$ cat src/rtl/wb_dma_qctrl.sv
`default_nettype none
// ============================================================================
// Module      : wb_dma_qctrl
// Description : Q-Channel power controller sitting upstream of the DMA
//               Q-Channel wrapper. Watches bus/DMA activity, requests
//               quiescence after a programmable idle period, re-wakes the
//               DMA on new activity, gates the DMA clock enable and tells
//               the fabric when the DMA may accept traffic.
// Revision    : 1.0 - initial release
// ============================================================================
module wb_dma_qctrl #(
  parameter int ACT_W       = 4,
  parameter int CNT_W       = 8,
  parameter int IDLE_CYCLES = 16
) (
  input  logic             clk_i,
  input  logic             rst_i,
  input  logic [ACT_W-1:0] act_i,
  input  logic             lp_en_i,
  input  logic             qacceptn_i,
  input  logic             qdeny_i,
  output logic             qreqn_o,
  output logic             clk_en_o,
  output logic             ready_o,
  output logic             deny_o,
  output logic             err_o
);

  typedef enum logic [2:0] {
    ST_STOPPED  = 3'd0,
    ST_WAKE     = 3'd1,
    ST_EXIT     = 3'd2,
    ST_RUN      = 3'd3,
    ST_REQ      = 3'd4,
    ST_DENIED   = 3'd5,
    ST_CONTINUE = 3'd6
  } state_t;

  // Count value seen on the last idle cycle before the request is issued.
  localparam logic [CNT_W-1:0] C_IDLE_LAST = CNT_W'(IDLE_CYCLES - 1);

  state_t             state_q, state_d;
  logic [CNT_W-1:0]   idle_cnt_q, idle_cnt_d;
  logic               wake_pend_q, wake_pend_d;
  logic               err_q, err_d;
  logic               qacc_prev_q;
  logic               qdeny_prev_q;

  logic               w_act;
  logic               w_wake;
  logic               w_qacc_rise;
  logic               w_qacc_fall;
  logic               w_qdeny_rise;

  assign w_act        = |act_i;
  assign w_wake       = w_act | ~lp_en_i;
  assign w_qacc_rise  = qacceptn_i & ~qacc_prev_q;
  assign w_qacc_fall  = ~qacceptn_i & qacc_prev_q;
  assign w_qdeny_rise = qdeny_i & ~qdeny_prev_q;

  // Next-state, idle counter, pending-wake and sticky-error computation.
  always_comb begin
    state_d     = state_q;
    idle_cnt_d  = '0;
    wake_pend_d = wake_pend_q;
    err_d       = err_q;
    case (state_q)
      ST_STOPPED: begin
        if (w_qdeny_rise || w_qacc_rise) err_d = 1'b1;
        if (w_wake || wake_pend_q) begin
          state_d     = ST_WAKE;
          wake_pend_d = 1'b0;
        end
      end
      ST_WAKE: begin
        // Clock runs for one cycle before qreqn is raised.
        state_d = ST_EXIT;
      end
      ST_EXIT: begin
        if (w_qacc_fall || w_qdeny_rise) err_d = 1'b1;
        if (qacceptn_i) state_d = ST_RUN;
      end
      ST_RUN: begin
        if (w_qacc_fall || w_qdeny_rise) err_d = 1'b1;
        if (w_wake) begin
          idle_cnt_d = '0;
        end else if (idle_cnt_q == C_IDLE_LAST) begin
          state_d = ST_REQ;
        end else if (idle_cnt_q != {CNT_W{1'b1}}) begin
          idle_cnt_d = idle_cnt_q + 1'b1;
        end else begin
          idle_cnt_d = idle_cnt_q;
        end
      end
      ST_REQ: begin
        // qreqn stays low until the handshake resolves; activity is remembered.
        if (w_act) wake_pend_d = 1'b1;
        if (!qacceptn_i && qdeny_i) begin
          err_d   = 1'b1;
          state_d = ST_STOPPED;
        end else if (!qacceptn_i) begin
          state_d = ST_STOPPED;
        end else if (qdeny_i) begin
          state_d = ST_DENIED;
        end
      end
      ST_DENIED: begin
        state_d = ST_CONTINUE;
      end
      ST_CONTINUE: begin
        if (w_qacc_fall) err_d = 1'b1;
        if (!qdeny_i) state_d = ST_RUN;
      end
      default: begin
        state_d = ST_STOPPED;
      end
    endcase
  end

  // State and edge-detect registers with synchronous reset.
  always_ff @(posedge clk_i) begin
    if (rst_i) begin
      state_q      <= ST_STOPPED;
      idle_cnt_q   <= '0;
      wake_pend_q  <= 1'b0;
      err_q        <= 1'b0;
      qacc_prev_q  <= 1'b0;
      qdeny_prev_q <= 1'b0;
    end else begin
      state_q      <= state_d;
      idle_cnt_q   <= idle_cnt_d;
      wake_pend_q  <= wake_pend_d;
      err_q        <= err_d;
      qacc_prev_q  <= qacceptn_i;
      qdeny_prev_q <= qdeny_i;
    end
  end

  // Outputs decode from registered state only.
  assign qreqn_o  = (state_q == ST_EXIT) || (state_q == ST_RUN) ||
                    (state_q == ST_CONTINUE);
  assign clk_en_o = (state_q != ST_STOPPED);
  assign ready_o  = (state_q == ST_RUN);
  assign deny_o   = (state_q == ST_DENIED);
  assign err_o    = err_q;

endmodule
`default_nettype wire

$ cat config.mk
export PLATFORM = sky130hd
export DESIGN_NAME = wb_dma_qctrl
export DESIGN_NICKNAME = d
export VERILOG_FILES = /design/src/rtl/wb_dma_qctrl.sv
export SDC_FILE = /design/constraint.sdc
export NUM_CORES = 1
export LEC_CHECK = 0
export CAP_MARGIN = 20
export CORE_MARGIN = 5
export CORE_UTILIZATION = 54
export CTS_BUF_LIST = sky130_fd_sc_hd__clkbuf_8
export DETAILED_ROUTE_END_ITERATION = 8
export GPL_TIMING_DRIVEN = 0
export HOLD_SLACK_MARGIN = 0.08
export PLACE_DENSITY = 0.8
export SYNTH_ARGS = -nofsm -noshare
export SYNTH_HDL_FRONTEND = slang
export SYNTH_SLANG_ARGS = --single-unit
$ cat constraint.sdc
create_clock -name clk_i -period 2.15 [get_ports clk_i]
set_clock_uncertainty 0.2 [all_clocks]
set_input_delay 0.645 -clock clk_i [delete_from_list [all_inputs] [get_ports clk_i]]
set_output_delay 0.645 -clock clk_i [all_outputs]
set_load 0.05 [all_outputs]
Word-level counts from Yosys, hierarchy flattened. Cells that the tools add are included.

Bits of input ports: 9. Register bits: 15. Word-level logic and storage cells: 69. Output and inout bits: 5.

Reduce and logical (&&, ||, !) cells: 17. Equality and inequality tests: 19. $add $sub $neg: 1. Muxes and demuxes: 17. Bitwise operators: 9.

Operators by type and width (number): $mux W3 (8); $pmux W3 S7 (1); $ne A2 B2 Y1 const B (8); $eq A3 B3 Y1 const B (3); $add A8 B1 Y8 const B (1); $eq A8 B4 Y1 const B (1); $ne A8 B8 Y1 const B (1); $reduce_or A4 Y1 (2); $eq A3 B2 Y1 const B (2); $mux W1 (6); $reduce_and A6 Y1 (1); $logic_or A1 B1 Y1 (5); $not A1 Y1 (5); $reduce_and A5 Y1 (1); $ne A2 B1 Y1 const B (2); $ne A4 B4 Y1 const B (1); $pmux W1 S4 (1); $reduce_bool A4 Y1 (1); $and A1 B1 Y1 (3); $eq A3 B1 Y1 const B (1); $logic_not A3 Y1 (1); $reduce_and A3 Y1 (1); $reduce_bool A3 Y1 (1); $pmux W1 S2 (1); 5 further kinds (5).

Depth between registers and ports, before layout.
Depth after elaboration: 5. Mapped depth: 6. Depth with buffers taken out: 6.

Worst setup path before layout. Ideal clock, no wire load.

Kind: register to register. From: register state_q[0]. To: register state_q[2]. Arrival: 1.749 ns. Buffers on the path: 0. Required time: 1.833 ns. Clock period less this slack: 2.066 ns. Stages on the path, launching flop included: 7. Setup time: 0.117 ns. Setup slack: 0.084 ns. Cells stage by stage: dfxtp_1 > inv_1 > ha_1 > nand2b_2 > and4bb_1 > a2111o_1 > a32o_1.

Longest elaborated chain between the ends: 3. Elaborated cells on any way between the ends: 15. Those cells by class: eq/ne (12); mux (1); reduce/logical (2).

Ends and longest elaborated chain: start, declared (RTL line 42) `state_t state_q, state_d;`; start signal, assigned (RTL line 130) `state_q <= state_d;`; $eq A3 B3 Y1 (tied with other cells) (RTL line 67) `case (state_q)`; $ne A4 B4 Y1 (no source line) (tied with other cells); $reduce_and A6 Y1 (no source line).

Several ways; a longest one is shown, not always the timed one. A chain may end at the register's enable or synchronous reset.

Worst setup path in the final report.
From: register state_q[1]. To: output port ready_o.

Longest elaborated chain between the ends: 1.

Ends and longest elaborated chain: $eq A3 B2 Y1 (RTL line 143) `assign ready_o = (state_q == ST_RUN);`; end, declared (RTL line 24) `output logic ready_o,`.

No other way between the ends.

==> results.toml <==
[detailed_routing]
wl_per_cell_microns = 13.6
dr.first_iter.drc_count = 16
final_antenna_net_count = 0
finalWirelength_microns = 1760
vias = 769
firstDrtPassIters = 4
remaining_drc_errors = 0
routed_via_density = 5.92

[worst_setup_path]
critPathCaptureType = "primary output"
path_class = "reg2out"
worstPathRequired_ns = 1.30
r2r_cells = 6
arrival_ns = 1.27
path_max_fanout = 4
start_kind = "register"

[floorplan]
coreArea_sq_mm = 0.00152
start_util_pct = 57.8
die_y_microns = 50.4
die_w_microns = 50.4
dieArea_sq_mm = 0.00254
placementRows = 14
io_pins = 14

[cts]
numCtsBuffers = 3
path_clk_slew_ns = 0.06
clk_latency_ns = 0.24
cts_tree = "yes"
htreeDepth = 1
cts-root-buf = "clkbuf_8"
cts.sinks = 15
clockBufferDepth = 2
hold_buffers = 0

[timing]
worst_slack_ns = 0.0372
maxSlewViolCount = 0
rsz0062_at_grt = "true"
max_freq_ghz = 0.473
setup_tns_ns = 0
min_period_ns = 2.11
worst_pin_slew_ns = 0.493
hold_viol_final = 0
slew_headroom_pct = 67.3
setup-violations-final = 0
fin_crit_sh_pct = 98.3

[synthesis]
ys_types = 41
ys_async_sr_fraction_pct = 0
ys.flop_type = "dfxtp_1"
synth_top_area_share_pct = 34.1
synth_area_sq_um = 881
synth-seq-area-share_pct = 34.1
synth_nets = 110
ys_top_cells_by_area = "dfxtp_1 (34%), ha_1 (8.5%), nor4_4 (4.8%), nor2_1 (3.8%), nand2b_1 (3.6%)"
synth.most_common_cell = "dfxtp_1"
netlist_instances = 95
ys_top_cells_by_count = "dfxtp_1 (15), nor2_1 (9), inv_1 (8)"
yosysWarnings = 0
postSynthRegisterBits = 15
syn_area_per_cell_sq_um = 9.27
synth_edf_count = 0
synth_area_leader_cell = "dfxtp_1"

[global_routing]
grt_pass1_vias = 747
track_usage_pct = 14.9
grt_max_degree = 10
grt_pass1_wl_microns = 3120
antenna_found_initial = 0
grt_overflow = 0

[placed_design]
dp_cells = 124
dp_hpwl_microns = 1370
post-place-ws_ns = -0.461
gp_congestion = 0.883
io_buffers = 13

[pwr]
ir_drop_mv = 0.813
power_density_mw_per_mm2 = 1030
p_total_w = 0.00114
power_leakage_nw = 0.485

[worst_hold_path]
holdPathStages = 2
hold_path_class = "reg2reg"

[layout]
drive_gt1_share_pct = 22.8
n_antenna_cell = 0
layout.nets = 130
syn_to_final_growth_pct = 26.0
final_util_pct = 72.8
fin_cells = 130

[outcome]
status = "finished clean"

[run]
drv_cap = 0
[layout make-up]
cell class | instances | area (sq um)
inverter | 8 | 30.0
fill | 129 | 414
timing repair buffer | 15 | 141
clock inverter | 1 | 5.00
sequential | 15 | 303
clock buffer | 3 | 41.3
tap | 16 | 20.0
multi-input combinational | 71 | 556
buffer | 1 | 13.8
[power breakdown]
part | total [W] | switching, W | internal [W]
Combinational | 0.000565 | 0.000336 | 0.000228
Sequential | 0.000353 | 0.0000307 | 0.000322
Clock | 0.000225 | 0.0000971 | 0.000128
Total | 0.00114 | 0.000464 | 0.000678
[registers in the layout, indices dropped and copies added (netlist names)]
register,count
idle_cnt_q,8
state_q,3
err_o,1
qacc_prev_q,1
qdeny_prev_q,1
wake_pend_q,1
[final timing paths]
path | start | slack, ns | endpoint
max | state_q[1] | 0.04 | ready_o
min | err_o | 0.24 | err_o
max reg2reg | state_q[0] | 0.17 | state_q[2]
min reg2reg | err_o | 0.24 | err_o
[critical path: stages, from the launching register on]
cell,delay (ns)
dfxtp_2,0.36
ha_1,0.14
or2b_4,0.29
inv_2,0.08
buf_6,0.15
[layout by cell type, fill, tap and decap left out, types with 3 or more instances in the layout]
cell           count
dfxtp_1           13
nor2_1             9
inv_1              7
a21oi_1            5
dlygate4sd2_1      5
clkbuf_8           4
nand2b_1           4
nand2_1            4
ha_1               4
a211oi_1           3
nand3_1            3
buf_4              3
[timing repair]
action / CTS / global route
buffers inserted: 1 / 1
gates resized for setup: 35 / 10
setup endpoints to repair: 10 / 8
pin swaps: 1 / 5
[logic make-up (layout without fill, tap and decap cells)]
kind of cell | after synthesis | count (layout) | synth area share [%]
flip-flops | 15 | 15 | 34.1
buffers and inverters | 9 | 28 | 4.97
adder cells (fa/ha/maj) | 6 | 6 | 8.52
multiplexers | 1 | 1 | 1.14
XOR/XNOR | 1 | 1 | 0.994
AND/OR/NAND/NOR | 41 | 41 | 30.8
AO/OA/AOI/OAI | 22 | 22 | 19.5
[routing by layer]
metal  routed length [microns]  track usage [%]  vias to the layer above  part of all wire, %
li1                          -                -                      392                    -
met3                        63             3.25                        2                  3.6
met2                       939             27.6                       14                   53
met1                       751             16.8                      361                   43
met4                         8             4.68                        0                 0.45
met5                         0                0                        -                    0
[per-stage QoR]
stage | hold WS (ns) | cell area [sq um]
after detailed placement | 0.245 | 1030
after CTS | 0.251 | 1080
after global routing | 0.284 | 1110
after floorplan | 0.265 | 881
after global placement | 0.236 | 1030
final | 0.245 | 1110
(Power assumes the default switching activity.)
